### src/rtl/ram_scan_reader_pkg.sv
// Shared types and defaults for the RAM scan reader.
// Holds the FSM state encoding, the STEP/AUTO mode encoding and the
// default RAM geometry (32 words of 4 bits).
package ram_scan_reader_pkg;

   // Default RAM geometry
   localparam int DEF_ADDR_W = 5;
   localparam int DEF_DATA_W = 4;

   // Read sequencing states
   typedef enum logic [1:0] {
      ST_IDLE    = 2'd0,
      ST_WAIT    = 2'd1,
      ST_CAPTURE = 2'd2
   } state_t;

   // Trigger source selection
   typedef enum logic {
      MODE_STEP = 1'b0,
      MODE_AUTO = 1'b1
   } mode_t;

   // Flip between STEP and AUTO
   function automatic mode_t toggle_mode(input mode_t m);
      return (m == MODE_STEP) ? MODE_AUTO : MODE_STEP;
   endfunction

endpackage : ram_scan_reader_pkg

### src/rtl/ram_scan_reader_if.sv
// Bus bundle for the RAM scan reader: RAM port A plus the display outputs.
//
// Handshake: there is no ready. valid is a one-cycle strobe that is high
// for exactly the capture cycle of a read. dout, addr_out and has_data are
// registered and take their new values on the clock edge that closes that
// valid cycle, so a consumer samples them on the cycle after valid. They
// then hold until the next strobe (or reset).
interface ram_scan_reader_if
   import ram_scan_reader_pkg::*;
#(
   parameter int ADDR_W = DEF_ADDR_W,
   parameter int DATA_W = DEF_DATA_W
) ();

   // RAM port A
   logic [DATA_W-1:0] ram_douta;
   logic [ADDR_W-1:0] ram_addra;
   logic              ram_wea;

   // Display side
   logic [DATA_W-1:0] dout;
   logic [ADDR_W-1:0] addr_out;
   logic              valid;
   logic              has_data;
   logic              busy;
   logic              auto_mode;

   // FSM state, exposed for observation
   state_t            state;

   // The reader drives the RAM address and all display outputs
   modport master (
      input  ram_douta,
      output ram_addra,
      output ram_wea,
      output dout,
      output addr_out,
      output valid,
      output has_data,
      output busy,
      output auto_mode,
      output state
   );

   // The RAM/display side sees the mirror image
   modport slave (
      output ram_douta,
      input  ram_addra,
      input  ram_wea,
      input  dout,
      input  addr_out,
      input  valid,
      input  has_data,
      input  busy,
      input  auto_mode,
      input  state
   );

endinterface : ram_scan_reader_if

### src/rtl/ram_scan_reader_pulse_generator.sv
// Button pulse generator: two-flop synchroniser on the raw input followed
// by a rising-edge detector. One press (any length) yields exactly one
// single-cycle pulse, two clocks after the press is first sampled.
module pulse_generator (
   input  logic clk,
   input  logic rst,
   input  logic raw,
   output logic pulse
);

   logic sync_1;
   logic sync_2;
   logic prev;

   // Synchronise the raw button and remember the previous synchronised level
   always_ff @(posedge clk) begin
      if (rst) begin
         sync_1 <= 1'b0;
         sync_2 <= 1'b0;
         prev   <= 1'b0;
      end else begin
         sync_1 <= raw;
         sync_2 <= sync_1;
         prev   <= sync_2;
      end
   end

   // Rising edge of the synchronised level
   assign pulse = sync_2 & ~prev;

endmodule : pulse_generator

### src/rtl/ram_scan_reader.sv
// RAM scan reader: walks the read port of the task RAM one address at a
// time and latches each word together with its address for display.
// Reads are triggered by the step button (STEP mode) or by a free-running
// scan timer (AUTO mode); the mode button toggles between the two.
// The reader never writes, so ram_wea is held low and a writer may share
// the port while busy is low.
module ram_scan_reader
   import ram_scan_reader_pkg::*;
#(
   parameter int ADDR_W    = DEF_ADDR_W,
   parameter int DATA_W    = DEF_DATA_W,
   parameter int LAST_ADDR = 31,
   parameter int RD_LAT    = 1,
   parameter int SCAN_DIV  = 100000000
) (
   input  logic              clk,
   input  logic              rst,
   input  logic              btn_step,
   input  logic              btn_mode,
   ram_scan_reader_if.master bus
);

   // Timer wide enough to hold SCAN_DIV-1; wait counter wide enough for RD_LAT
   localparam int TIMER_W = (SCAN_DIV > 1) ? $clog2(SCAN_DIV) : 1;
   localparam int WAIT_W  = (RD_LAT > 1) ? $clog2(RD_LAT + 1) : 1;

   localparam logic [TIMER_W-1:0] TIMER_MAX = TIMER_W'(SCAN_DIV - 1);
   localparam logic [ADDR_W-1:0]  LAST_A    = ADDR_W'(LAST_ADDR);
   localparam logic [WAIT_W-1:0]  WAIT_INIT = WAIT_W'(RD_LAT);
   localparam logic [WAIT_W-1:0]  WAIT_ONE  = WAIT_W'(1);

   logic step_p;
   logic mode_p;

   state_t             state;
   mode_t              mode;
   logic [TIMER_W-1:0] scan_timer;
   logic [WAIT_W-1:0]  wait_cnt;
   logic [ADDR_W-1:0]  rd_addr;
   logic [ADDR_W-1:0]  addra_r;
   logic [DATA_W-1:0]  dout_r;
   logic [ADDR_W-1:0]  addr_out_r;
   logic               valid_r;
   logic               has_data_r;

   logic               timer_hit;
   logic               trigger;
   logic [ADDR_W-1:0]  rd_addr_next;

   // One pulse per press for each button
   pulse_generator u_step_pulse (
      .clk   (clk),
      .rst   (rst),
      .raw   (btn_step),
      .pulse (step_p)
   );

   pulse_generator u_mode_pulse (
      .clk   (clk),
      .rst   (rst),
      .raw   (btn_mode),
      .pulse (mode_p)
   );

   // The trigger uses the mode held before any toggle in this cycle, so a
   // step arriving together with a mode press still counts as a STEP read.
   assign timer_hit    = (mode == MODE_AUTO) && (scan_timer == TIMER_MAX);
   assign trigger      = (mode == MODE_AUTO) ? timer_hit : step_p;

   // Explicit compare keeps the wrap correct when LAST_ADDR is below 2^ADDR_W-1
   assign rd_addr_next = (rd_addr == LAST_A) ? '0 : rd_addr + 1'b1;

   // Mode register: toggled by each mode press
   always_ff @(posedge clk) begin
      if (rst) begin
         mode <= MODE_STEP;
      end else if (mode_p) begin
         mode <= toggle_mode(mode);
      end
   end

   // Scan timer: free-runs modulo SCAN_DIV in AUTO, parked at 0 otherwise
   always_ff @(posedge clk) begin
      if (rst) begin
         scan_timer <= '0;
      end else if (mode_p || (mode == MODE_STEP)) begin
         scan_timer <= '0;
      end else if (scan_timer == TIMER_MAX) begin
         scan_timer <= '0;
      end else begin
         scan_timer <= scan_timer + 1'b1;
      end
   end

   // Read sequencer: issue address, wait out the RAM latency, capture.
   // Triggers outside IDLE are simply ignored, never queued.
   always_ff @(posedge clk) begin
      if (rst) begin
         state      <= ST_IDLE;
         wait_cnt   <= '0;
         rd_addr    <= '0;
         addra_r    <= '0;
         dout_r     <= '0;
         addr_out_r <= '0;
         valid_r    <= 1'b0;
         has_data_r <= 1'b0;
      end else begin
         case (state)
            ST_IDLE: begin
               valid_r <= 1'b0;
               if (trigger) begin
                  addra_r  <= rd_addr;
                  wait_cnt <= WAIT_INIT;
                  state    <= ST_WAIT;
               end
            end
            ST_WAIT: begin
               // valid is registered so that it is high during CAPTURE only
               wait_cnt <= wait_cnt - 1'b1;
               if (wait_cnt == WAIT_ONE) begin
                  state   <= ST_CAPTURE;
                  valid_r <= 1'b1;
               end
            end
            ST_CAPTURE: begin
               dout_r     <= bus.ram_douta;
               addr_out_r <= addra_r;
               has_data_r <= 1'b1;
               rd_addr    <= rd_addr_next;
               valid_r    <= 1'b0;
               state      <= ST_IDLE;
            end
            default: begin
               valid_r <= 1'b0;
               state   <= ST_IDLE;
            end
         endcase
      end
   end

   // Outputs onto the bus
   assign bus.ram_addra = addra_r;
   assign bus.ram_wea   = 1'b0;
   assign bus.dout      = dout_r;
   assign bus.addr_out  = addr_out_r;
   assign bus.valid     = valid_r;
   assign bus.has_data  = has_data_r;
   assign bus.busy      = (state != ST_IDLE);
   assign bus.auto_mode = (mode == MODE_AUTO);
   assign bus.state     = state;

endmodule : ram_scan_reader
### src/flat_wrapper.sv
// flat-port wrapper written by rule: the top's interface ports become plain ports
module ram_scan_reader_flat import ram_scan_reader_pkg::*;
#(
   parameter int ADDR_W    = DEF_ADDR_W,
   parameter int DATA_W    = DEF_DATA_W,
   parameter int LAST_ADDR = 31,
   parameter int RD_LAT    = 1,
   parameter int SCAN_DIV  = 100000000
)
  (clk, rst, btn_step, btn_mode, bus_ram_douta, bus_ram_addra, bus_ram_wea, bus_dout, bus_addr_out, bus_valid, bus_has_data, bus_busy, bus_auto_mode, bus_state);
  ram_scan_reader_if #(.ADDR_W(ADDR_W), .DATA_W(DATA_W)) bus_i ();
  input  logic clk;
  input  logic rst;
  input  logic btn_step;
  input  logic btn_mode;
  input wire logic [$bits(bus_i.ram_douta)-1:0] bus_ram_douta;
  output wire logic [$bits(bus_i.ram_addra)-1:0] bus_ram_addra;
  output wire logic [$bits(bus_i.ram_wea)-1:0] bus_ram_wea;
  output wire logic [$bits(bus_i.dout)-1:0] bus_dout;
  output wire logic [$bits(bus_i.addr_out)-1:0] bus_addr_out;
  output wire logic [$bits(bus_i.valid)-1:0] bus_valid;
  output wire logic [$bits(bus_i.has_data)-1:0] bus_has_data;
  output wire logic [$bits(bus_i.busy)-1:0] bus_busy;
  output wire logic [$bits(bus_i.auto_mode)-1:0] bus_auto_mode;
  output wire logic [$bits(bus_i.state)-1:0] bus_state;
  assign bus_i.ram_douta = bus_ram_douta;
  assign bus_ram_addra = bus_i.ram_addra;
  assign bus_ram_wea = bus_i.ram_wea;
  assign bus_dout = bus_i.dout;
  assign bus_addr_out = bus_i.addr_out;
  assign bus_valid = bus_i.valid;
  assign bus_has_data = bus_i.has_data;
  assign bus_busy = bus_i.busy;
  assign bus_auto_mode = bus_i.auto_mode;
  assign bus_state = bus_i.state;
  ram_scan_reader #(.ADDR_W(ADDR_W), .DATA_W(DATA_W), .LAST_ADDR(LAST_ADDR), .RD_LAT(RD_LAT), .SCAN_DIV(SCAN_DIV)) u_core (.clk(clk), .rst(rst), .btn_step(btn_step), .btn_mode(btn_mode), .bus(bus_i));
endmodule
### config.mk
export PLATFORM = sky130hd
export DESIGN_NAME = ram_scan_reader_flat
export DESIGN_NICKNAME = d
export VERILOG_FILES = /design/src/rtl/ram_scan_reader_pkg.sv /design/src/rtl/ram_scan_reader_if.sv /design/src/rtl/ram_scan_reader_pulse_generator.sv /design/src/rtl/ram_scan_reader.sv /design/src/flat_wrapper.sv
export SDC_FILE = /design/constraint.sdc
export NUM_CORES = 1
export LEC_CHECK = 0
export BUFFER_PORTS_ARGS = -buffer_cell sky130_fd_sc_hd__buf_4
export CORE_UTILIZATION = 57
export CTS_CLUSTER_DIAMETER = 120
export DETAILED_ROUTE_END_ITERATION = 10
export HOLD_SLACK_MARGIN = 0.12
export PLACE_DENSITY_LB_ADDON = 0.3
export SETUP_SLACK_MARGIN = 0.02
export SYNTH_ARGS = -nofsm -noshare
export SYNTH_HDL_FRONTEND = slang
export SYNTH_HIERARCHICAL = 1
export SYNTH_SLANG_ARGS = --single-unit
### constraint.sdc
create_clock -name clk -period 2.2 [get_ports clk]
set_input_delay 0.11 -clock clk [delete_from_list [all_inputs] [get_ports clk]]
set_output_delay 0.11 -clock clk [all_outputs]
set_load 0.005 [all_outputs]
==> run summary, run 1 <==
Status = complete, no violations
Cells on worst reg2reg path = 6
Worst-skew pair later-pin latency = 330 ps
Crit path depth = 6
Final core occ = 73.52%
Period Utilization, post-route = 92.93%
Vias in the first global route = 1942
Fin. Hold Viols = 0
CP Launch Point = u_core/scan_timer[0]$_SDFF_PP0_
FMAX = 0.4891 GHz
Register area share after synthesis = 45.56%
CORE AREA = 0.004144 sq mm
Worst slack at placement = 175.0 ps
Die W = 68.87 um
Register bit total from synthesis = 58
Tmin final = 2045 ps
Routed wire per std cell = 13.57 um
Initial drt markers = 225
Main flop type after synthesis = dfxtp_1
CTS Root Cell = clkbuf_8
Synth Warn # = 6
Sequential Power Share = 54.1%
Max-slew violation count = 0
Finish-stage setup viols = 0
Mean Syn Cell Area = 8.356 sq um
Worst VDD drop = 0.8217 mV
Synth Instances = 305
Netlist cell types = 41
Vias per std cell = 5.719
# fillers = 333
Total Neg Setup Slack = 0 ps
TritonCTS clock tree = done
Drt pass-1 iters = 5
DR DRC count = 0
Hold Startpoint = rst
Rel. slew slack = 60.01%
Crit-path leading delay family = simple AND/OR/NAND/NOR gates
CP Max Fanout = 13
First-pass GRT wire length = 8783 um
Final HPWL DP = 3652 um
Gr usage total = 25.36%
Type of the tightest min-delay check = in -> reg
Final wirelength = 5400 um
Netlist Area Pre-Place = 0.002549 sq mm
GPL Wtd Cong = 0.8764
Max Buffers Root-to-Sink = 2
Power Internal = 1.527 mW
Hold Path Depth = 2
Number of synthesized flops with an enable pin = 0
Max stage delay on crit path = 640 ps
Crit-path slowest cell = or4b_2
Fin worst setup slack = 155.5 ps
Setup Fix Bufs, Post-CTS = 0
Slew @ Worst Pin = 599.9 ps
Via count = 2276
IO buf count = 27
Clk pin slew, worst setup/hold paths = 60 ps
Crit-path cells = ha_1, and3_1, nand3_1, buf_4, or4b_2, a21oi_1
Syn_nets = 316
Number of I/O pins = 29
Clock Skew = 5.979 ps
Largest net degree at the start of global routing = 35
Final nets = 354
RSZ-0062 raised after global routing = true
Clock sinks = 58
PD cells = 649.1 mW/mm^2
CTS Buf Count = 9
FFs w/ async S/R, synth = 0%
Leakage power = 1.035 nW
Logic gate share of total power = 3.8%
Max-Cap Viols = 0
Worst path bufs/invs = 1
Final antenna-violating net count = 0
Clock power frac = 42.1%
DIE HEIGHT = 68.87 um
Die area = 0.004743 sq mm
Overall Power = 1.978 mW
P_sw = 450.5 uW
Switch share = 22.78%
CTS HTree Levels = 3
CP endpoint kind = register
WS Path Type = reg -> reg
Layout area overhead = 19.54%
ANT cells = 0
Share of post-route cells with drive strength above 1 = 16.38%
CP required = 2460 ps
Initial antenna violation count = 0
Congestion Overflow GR = 0
Initial Utilization = 61.50%
Core Rows = 23
Crit path DAT = 2300 ps
CP startpoint kind = register
Worst R2R Start = u_core/scan_timer[0]$_SDFF_PP0_
==> worst reg2reg max path, stage by stage, from the launching register on <==
cell and delay (ps):
dfxtp_1 380, ha_1 250, and3_1 220, nand3_1 120, buf_4 200, or4b_2 640
a21oi_1 160
==> what timing repair did <==
action	in CTS	in global routing
endpoints found under the setup margin	0	1
gates resized for setup	0	1
endpoints found under the hold margin	6	0
hold buffers	6	0
==> power groups by stage <==
stage                     clock (mW)  sequential (mW)  combinational (mW)
after global routing           0.897             1.07              0.0816
final                          0.833             1.07              0.0745
after floorplan                    0             1.09              0.0392
after CTS                      0.850             1.07              0.0742
after detailed placement           0             1.09              0.0646
after global placement             0             1.09              0.0630
==> area by class of cell <==
| cell class | count | area (sq um) | area share [%] |
|---|---|---|---|
| multi-input combinational | 229 | 1305 | 42.83 |
| inverter | 5 | 18.77 | 0.6160 |
| timing repair buffer | 40 | 327.8 | 10.76 |
| clock buffer | 11 | 141.4 | 4.641 |
| sequential | 58 | 1161 | 38.11 |
| tap | 50 | 62.56 | 2.053 |
| clock inverter | 5 | 30.03 | 0.9856 |
==> per-stage QoR <==
stage          cells  instance area, sq um  hold slack (ps)
2_1_floorplan    305                  2549            181.6
3_3_place_gp     376                  2809            323.9
3_5_place_dp     376                  2809            331.6
4_1_cts          398                  3040            153.8
5_1_grt          398                  3047            170.0
6_report         398                  3047            159.0
==> synthesized netlist by cell type (2+ instances only) <==
| library cell | n | share of area [%] |
|---|---|---|
| a21oi_1 | 22 | 4.3 |
| a31oi_1 | 9 | 2.2 |
| and2_1 | 2 | 0.49 |
| and3_1 | 2 | 0.49 |
| buf_2 | 2 | 0.39 |
| buf_6 | 2 | 0.88 |
| clkbuf_1 | 7 | 1.0 |
| dfxtp_1 | 58 | 46 |
| ha_1 | 3 | 1.5 |
| inv_1 | 5 | 0.74 |
| nand2_1 | 48 | 7.1 |
| nand3_1 | 16 | 3.1 |
| nand3b_1 | 3 | 0.88 |
| nand4_1 | 9 | 2.2 |
| nor2_1 | 37 | 5.4 |
| nor2b_1 | 9 | 2.2 |
| nor2b_2 | 2 | 0.69 |
| nor3_1 | 9 | 1.8 |
| nor3b_1 | 5 | 1.5 |
| nor4_1 | 3 | 0.74 |
| nor4b_1 | 3 | 1.0 |
| nor4bb_1 | 2 | 0.79 |
| o211ai_1 | 5 | 1.5 |
| o21ai_0 | 3 | 0.59 |
| or3_1 | 5 | 1.2 |
| or4_1 | 2 | 0.59 |
| xnor2_1 | 9 | 3.1 |
| xor2_1 | 10 | 3.4 |
==> final timing paths <==
path                                                               to  slack (ps)
worst max-delay path                 u_core/scan_timer[20]$_SDFF_PP0_         160
worst min-delay path                 u_core/bus.has_data$_SDFFE_PP0N_         160
worst max register to register       u_core/scan_timer[20]$_SDFF_PP0_         160
worst min register to register  u_core/u_step_pulse/sync_2$_SDFF_PP0_         440
==> cells by family (layout without fill, tap and decap cells) <==
group	after synthesis	after routing	share of synthesized area [%]
flip-flops	58	58	45.56
adder cells (fa/ha/maj)	3	3	1.473
AND/OR/NAND/NOR	163	163	32.45
other	1	1	0.1471
buffers and inverters	18	61	3.486
AO/OA/AOI/OAI	43	43	10.36
XOR/XNOR	19	19	6.529
==> registers in the layout, indices dropped and copies added (netlist names), 2 cells and up <==
register	count
u_core/bus.addr_out	5
u_core/bus.dout	4
u_core/bus.ram_addra	5
u_core/bus.state	2
u_core/rd_addr	5
u_core/scan_timer	27
==> metal layers <==
metal	vias to the layer above	share of wire (%)	routed length (um)	track usage, %
met4	0	1.2	66	12.50
met2	67	47	2522	38.23
met3	8	4.5	245	5.921
met5	-	0	0	0
li1	1136	-	-	-
met1	1065	48	2566	33.81
==> layout by cell type (no fill, tap or decap), types with 5 or more instances in the layout <==
cell type	synthesis	layout
a21oi_1	22	22
a31oi_1	9	9
buf_4	1	33
clkbuf_8	0	10
dfxtp_1	58	58
dlygate4sd3_1	0	6
inv_1	5	5
nand2_1	48	48
nand3_1	16	16
nand4_1	9	9
nor2_1	37	37
nor2b_1	9	9
nor3_1	9	9
nor3b_1	5	5
o211ai_1	5	5
or3_1	5	5
xnor2_1	9	9
xor2_1	10	10
Power figures use the tool's default switching activity.
==> run 2, diff against run 1 <==
--- a/config.mk
+++ b/config.mk
@@ -5,10 +5,11 @@
 export SDC_FILE = /design/constraint.sdc
 export NUM_CORES = 1
 export LEC_CHECK = 0
-export BUFFER_PORTS_ARGS = -buffer_cell sky130_fd_sc_hd__buf_4
-export CORE_UTILIZATION = 57
+export CORE_UTILIZATION = 62
 export CTS_CLUSTER_DIAMETER = 120
 export DETAILED_ROUTE_END_ITERATION = 10
+export DONT_BUFFER_PORTS = 1
+export GPL_TIMING_DRIVEN = 0
 export HOLD_SLACK_MARGIN = 0.12
 export PLACE_DENSITY_LB_ADDON = 0.3
 export SETUP_SLACK_MARGIN = 0.02
==> run 2 against run 1 <==
Effect of this change: setup slack lost 49 ps; die area shrank 7.8%; global-route usage grew 1.5 points; design area shrank 5.2%; critical path type unchanged; critical endpoint is now u_core/scan_timer[12]$_SDFF_PP0_; highest routed layer unchanged.
==> run summary, run 2 (same netlist as run 1, synthesis figures left out) <==
Max-Cap Viols = 0 (unchanged)
Setup Fix Bufs, Post-CTS = 0 (unchanged)
R2R Setup Slk = 110 ps (-50 ps)
Hold Startpoint = rst
Clock sinks = 58 (unchanged)
Status = complete, no violations
IO buf count = 0 (-100%)
Total Neg Setup Slack = 0 ps (unchanged)
Congestion Overflow GR = 0 (unchanged)
CP endpoint kind = register
CTS Buf Count = 9 (unchanged)
DIE HEIGHT = 66.12 um (-4.0%)
Worst-skew pair later-pin latency = 330 ps (about the same)
CP required = 2410 ps (-50 ps)
Initial antenna violation count = 0 (unchanged)
Clock power frac = 44.9% (+2.8 points)
Number of I/O pins = 29 (unchanged)
ANT cells = 0 (unchanged)
Core Rows = 22 (-4.3%)
Final antenna-violating net count = 0 (unchanged)
Die area = 0.004371 sq mm (-7.8%)
Share of post-route cells with drive strength above 1 = 8.563% (-7.8 points)
Routed wire per std cell = 14.21 um (+4.7%)
# fillers = 288 (-14%)
M1 WL = 2484 um (-3.2%)
DR DRC count = 0 (unchanged)
Max Buffers Root-to-Sink = 2 (unchanged)
GPL Wtd Cong = 0.8795 (+0.35%)
Die W = 66.12 um (-4.0%)
CTS Root Cell = clkbuf_8
Hold Path Depth = 2 (unchanged)
Crit path DAT = 2310 ps (about the same)
Initial drt markers = 140 (-38%)
Hold_ws = 295.1 ps (+136.1 ps)
Cells on worst reg2reg path = 6 (unchanged)
Via count = 2201 (-3.3%)
Worst r2r dst = u_core/scan_timer[12]$_SDFF_PP0_
Final HPWL DP = 3441 um (-5.8%)
Final nets = 334 (-5.6%)
Worst VDD drop = 0.6082 mV (-26%)
Rel. slew slack = 50.96% (-9.1 points)
Commonest cells after routing, fill and taps aside = 58 x dfxtp_1, 48 x nand2_1, 37 x nor2_1
TritonCTS clock tree = done
Clk pin slew, worst setup/hold paths = 60 ps (about the same)
P_sw = 426.1 uW (-5.4%)
WS Path Type = reg -> reg
Sequential Power Share = 52.0% (-2.1 points)
Met2 WL = 2417 um (-4.2%)
Max-slew violation count = 0 (unchanged)
Clock Skew = 6.981 ps (+1.002 ps)
RSZ-0062 raised after global routing = true
CP Max Fanout = 10 (-3)
Post-Place Cell Area = 0.002609 sq mm (-7.1%)
Wire length on met3 = 376 um (+53%)
Drt pass-1 iters = 4 (-1)
FMAX = 0.4778 GHz (-2.3%)
Final wirelength = 5328 um (-1.3%)
Commonest non-fill, non-tap cell in the layout = dfxtp_1
Gr usage total = 26.87% (+1.5 points)
Finish-stage setup viols = 0 (unchanged)
DR top layer = met4
Final instance area = 0.002889 sq mm (-5.2%)
PD cells = 711.6 mW/mm^2 (+9.6%)
Largest Register = u_core/scan_timer
Hold Crit Endpoint = u_core/bus.state[0]$_SDFFE_PP0P_
CTS HTree Levels = 3 (unchanged)
Tmin final = 2093 ps (+48.54 ps)
Switch share = 20.73% (-2.1 points)
Largest net degree at the start of global routing = 11 (-69%)
Logic gate share of total power = 3.0% (-0.8 points)
First-pass GRT wire length = 8742 um (-0.47%)
Vias per std cell = 5.869 (+2.6%)
Fin. Hold Viols = 0 (unchanged)
Largest register FFs = 27 (unchanged)
Slew @ Worst Pin = 730.0 ps (+130.1 ps)
Worst R2R Start = u_core/scan_timer[8]$_SDFF_PP0_
Leakage power = 0.9160 nW (-12%)
Vias in the first global route = 1948 (+0.31%)
CORE AREA = 0.003799 sq mm (-8.3%)
CP startpoint kind = register
Period Utilization, post-route = 95.14% (+2.2 points)
Initial Utilization = 67.09% (+5.6 points)
Power Internal = 1.630 mW (+6.7%)
Type of the tightest min-delay check = in -> reg
Layout area overhead = 13.35%
==> run 2: changes by cell type in the layout (fill, tap and decap cells not counted), sizes merged <==
cell	delta
buf	-28
bufinv	+1
clkbuf	+8
clkinv	-1
clkinvlp	-2
dlygate4sd3	+1
==> run 2: through the flow <==
step / worst slack (ps) / total power [mW] / cells / utilization (%)
5_1_grt: 13.63 / 2.138 / 375 / 76.05
6_report: 106.9 / 2.056 / 375 / 76.05
4_1_cts: 115.1 / 2.075 / 375 / 75.40
3_5_place_dp: 138.4 / 1.142 / 353 / 68.68
3_3_place_gp: 158.5 / 1.141 / 353 / 68.68
2_1_floorplan: 289.1 / 1.130 / 305 / -
==> run 2: metal layers <==
| layer | GRT usage (%) | vias to the layer above |
|---|---|---|
| met5 | 0 | - |
| met4 | 10.37 | 0 |
| met3 | 8.621 | 4 |
| met2 | 41.84 | 67 |
| met1 | 34.41 | 1034 |
| li1 | - | 1096 |
==> run 2: how the worst max path moves through the flow <==
stage,from,to,slack (ps),cells after the start
after CTS,u_core/scan_timer[8]$_SDFF_PP0_,u_core/scan_timer[12]$_SDFF_PP0_,120,6
after global placement,u_core/scan_timer[8]$_SDFF_PP0_,u_core/scan_timer[17]$_SDFF_PP0_,160,6
after detailed placement,u_core/scan_timer[8]$_SDFF_PP0_,u_core/scan_timer[12]$_SDFF_PP0_,140,6
after global routing,u_core/scan_timer[8]$_SDFF_PP0_,u_core/scan_timer[22]$_SDFF_PP0_,10,4
final,u_core/scan_timer[8]$_SDFF_PP0_,u_core/scan_timer[12]$_SDFF_PP0_,110,6
after floorplan,u_core/scan_timer[8]$_SDFF_PP0_,u_core/scan_timer[11]$_SDFF_PP0_,290,6
==> run 2: power by group through the flow <==
stage                     clock, mW  combinational (mW)  sequential [mW]
after floorplan                   0              0.0392             1.09
after global placement            0              0.0485             1.09
after detailed placement          0              0.0495             1.09
after CTS                     0.944              0.0606             1.07
after global routing          0.999              0.0678             1.07
final                         0.924              0.0623             1.07
==> run 2: worst max-delay path, stage by stage (launching register included) <==
cell and delay [ps]:
dfxtp_1 370, or4b_4 570, or3_1 400, buf_6 150, o21bai_4 250, buf_6 190
nor2_1 50
==> run 2: what timing repair did <==
action	in CTS	in global routing
setup endpoints to repair	0	7
endpoints found under the hold margin	10	0
gates resized for setup	0	4
hold buffers	7	0
==> run 2: layout make-up <==
cell class,count,area (sq um),area share (%)
Inverter,5,18.77,0.6496
Clock buffer,12,145.1,5.024
Timing Repair Buffer,7,70.07,2.425
Clock inverter,3,40.04,1.386
Buffer,13,70.07,2.425
Tap cell,48,60.06,2.079
Multi-Input combinational cell,229,1324,45.82
Sequential cell,58,1161,40.19
==> run 3, diff against run 2 <==
--- a/config.mk
+++ b/config.mk
@@ -12,6 +12,7 @@
 export GPL_TIMING_DRIVEN = 0
 export HOLD_SLACK_MARGIN = 0.12
 export PLACE_DENSITY_LB_ADDON = 0.3
+export REMOVE_ABC_BUFFERS = 1
 export SETUP_SLACK_MARGIN = 0.02
 export SYNTH_ARGS = -nofsm -noshare
 export SYNTH_HDL_FRONTEND = slang
==> run 3 against run 2 <==
Effect of this change: hold slack worse by 160 ps; sequential power hardly changed; clock skew hardly changed; flip-flop and latch count stayed put; power is 7.5% higher.
==> run summary, run 3 (same netlist as run 1, synthesis figures left out) <==
Clock power frac = 48.8% (+3.9 points)
Largest net degree at the start of global routing = 33 (+22)
Finish-stage setup viols = 0 (unchanged)
Tmin final = 2070 ps (-23.08 ps)
Layout area overhead = 13.55%
CORE AREA = 0.003799 sq mm (unchanged)
CP required = 2430 ps (+20 ps)
Die area = 0.004371 sq mm (unchanged)
Via count = 2196 (-0.23%)
Clock Skew = 7.420 ps (+0.4387 ps)
CTS Root Cell = clkbuf_8
Vias in the first global route = 2050 (+5.2%)
CP startpoint kind = register
Cells on worst reg2reg path = 6 (unchanged)
TritonCTS clock tree = done
R2R Setup Slk = 130 ps (+20 ps)
Power Internal = 1.748 mW (+7.3%)
Post-Place Cell Area = 0.002545 sq mm (-2.4%)
Routed wire per std cell = 15.45 um (+8.8%)
Final nets = 323 (-3.3%)
Worst r2r dst = u_core/scan_timer[17]$_SDFF_PP0_
IO buf count = 0 (unchanged)
Switch share = 20.90% (+0.17 points)
Worst-skew pair later-pin latency = 340 ps (about the same)
Hold Crit Endpoint = u_core/bus.ram_addra[3]$_SDFFE_PP0P_
Worst VDD drop = 0.7089 mV (+17%)
Hold Path Depth = 3 (+1)
Final instance area = 0.002894 sq mm (+0.17%)
Worst R2R Start = u_core/scan_timer[15]$_SDFF_PP0_
Max-slew violation count = 0 (unchanged)
Crit path DAT = 2300 ps (about the same)
CTS HTree Levels = 3 (unchanged)
Number of I/O pins = 29 (unchanged)
Fin. Hold Viols = 0 (unchanged)
Max-Cap Viols = 0 (unchanged)
Crit-path cells = nor4bb_1, nand2_1, or3_1, o21bai_4, buf_12, nor2_1
Max stage delay on crit path = 500 ps (-70 ps)
Drt pass-1 iters = 4 (unchanged)
Leakage power = 0.9137 nW (-0.24%)
Type of the tightest min-delay check = in -> reg
P_sw = 461.9 uW (+8.4%)
CP Max Fanout = 19 (+9)
Congestion Overflow GR = 0 (unchanged)
Commonest non-fill, non-tap cell in the layout = dfxtp_1
Initial Utilization = 67.09% (unchanged)
Clk pin slew, worst setup/hold paths = 60 ps (about the same)
DR DRC count = 0 (unchanged)
WS Path Type = reg -> reg
Share of post-route cells with drive strength above 1 = 8.833% (+0.27 points)
CTS Buf Count = 9 (unchanged)
First-pass GRT wire length = 9342 um (+6.9%)
Fin worst setup slack = 130.0 ps (+23.08 ps)
Worst slack at placement = -623.7 ps (-762.2 ps)
Largest Register = u_core/scan_timer
Sequential Power Share = 48.4% (-3.6 points)
Initial antenna violation count = 0 (unchanged)
Rel. slew slack = 22.09% (-29 points)
GPL Wtd Cong = 0.8207 (-6.7%)
Die W = 66.12 um (unchanged)
Vias per std cell = 6.016 (+2.5%)
Slew @ Worst Pin = 1165 ps (+434.8 ps)
Commonest cells after routing, fill and taps aside = 58 x dfxtp_1, 48 x nand2_1, 37 x nor2_1
Final wirelength = 5640 um (+5.9%)
Core Rows = 22 (unchanged)
Final core occ = 76.19% (+0.13 points)
FMAX = 0.4831 GHz (+1.1%)
Final HPWL DP = 3379 um (-1.8%)
PD cells = 763.7 mW/mm^2 (+7.3%)
Period Utilization, post-route = 94.09% (-1.0 points)
Gr usage total = 28.52% (+1.6 points)
Final antenna-violating net count = 0 (unchanged)
Hold Startpoint = rst
Hold_ws = 136.0 ps (-159.1 ps)
Logic gate share of total power = 2.8% (-0.2 points)
CP endpoint kind = register
RSZ-0062 raised after global routing = false
Status = complete, no violations
DIE HEIGHT = 66.12 um (unchanged)
Max Buffers Root-to-Sink = 2 (unchanged)
Largest register FFs = 27 (unchanged)
Clock sinks = 58 (unchanged)
Crit-path slowest cell = or3_1
Initial drt markers = 162 (+16%)
ANT cells = 0 (unchanged)
==> run 3: what timing repair did <==
| item | 4_1_cts | 5_1_grt |
|---|---|---|
| hold buffers | 7 | 0 |
| pin swaps | 2 | 0 |
| gates resized for setup | 2 | 3 |
| buffers inserted | 2 | 0 |
| endpoints found under the hold margin | 31 | 0 |
| endpoints found under the setup margin | 27 | 27 |
==> run 3: area by class of cell <==
class	instances	area, sq um
Multi-Input combinational cell	229	1338
Sequential cell	58	1161
Fill cell	281	904.6
Clock buffer	11	141.4
Timing Repair Buffer	9	97.59
Clock inverter	5	77.57
Tap cell	48	60.06
Inverter	5	18.77
==> run 3: worst max path at each step <==
stage / from / end / cells after the start
after floorplan: u_core/scan_timer[0]$_SDFF_PP0_ / u_core/bus.state[0]$_SDFFE_PP0P_ / 6
after global placement: u_core/scan_timer[0]$_SDFF_PP0_ / u_core/bus.state[0]$_SDFFE_PP0P_ / 6
after detailed placement: u_core/scan_timer[0]$_SDFF_PP0_ / u_core/bus.state[0]$_SDFFE_PP0P_ / 6
after CTS: u_core/scan_timer[0]$_SDFF_PP0_ / u_core/bus.state[0]$_SDFFE_PP0P_ / 6
after global routing: u_core/scan_timer[0]$_SDFF_PP0_ / u_core/bus.state[0]$_SDFFE_PP0P_ / 6
final: u_core/scan_timer[15]$_SDFF_PP0_ / u_core/scan_timer[17]$_SDFF_PP0_ / 6
==> run 3: stage by stage <==
stage | total power [mW] | setup TNS [ps] | instances
2_1_floorplan | 1.120 | -1675 | 292
3_5_place_dp | 1.131 | -3040 | 340
5_1_grt | 2.276 | 0 | 365
6_report | 2.210 | 0 | 365
3_3_place_gp | 1.128 | -5547 | 340
4_1_cts | 2.218 | 0 | 365
==> run 3: power by group through the flow <==
stage,sequential (mW),clock (mW),combinational [mW]
floorplan,1.09,0,0.0293
global placement,1.09,0,0.0355
detailed placement,1.09,0,0.0375
CTS,1.07,1.09,0.0590
global route,1.07,1.14,0.0670
finish,1.07,1.08,0.0610
==> run 3: critical path, delay by kind of cell (launching register included) <==
family                 cells  cell delay (ps)
buffers and inverters      1              170
AND/OR/NAND/NOR            4             1160
AO/OA/AOI/OAI              1              220
flip-flops                 1              410
==> run 3: per-layer routing <==
| layer | routed length (um) | share of wire, % | vias up | global-route usage (%) |
|---|---|---|---|---|
| met5 | 0 | 0 | - | 0 |
| met4 | 84 | 1.5 | 0 | 11.97 |
| met3 | 309 | 5.5 | 10 | 8.793 |
| met2 | 2707 | 48 | 72 | 45.03 |
| met1 | 2539 | 45 | 1039 | 35.81 |
| li1 | - | - | 1075 | - |
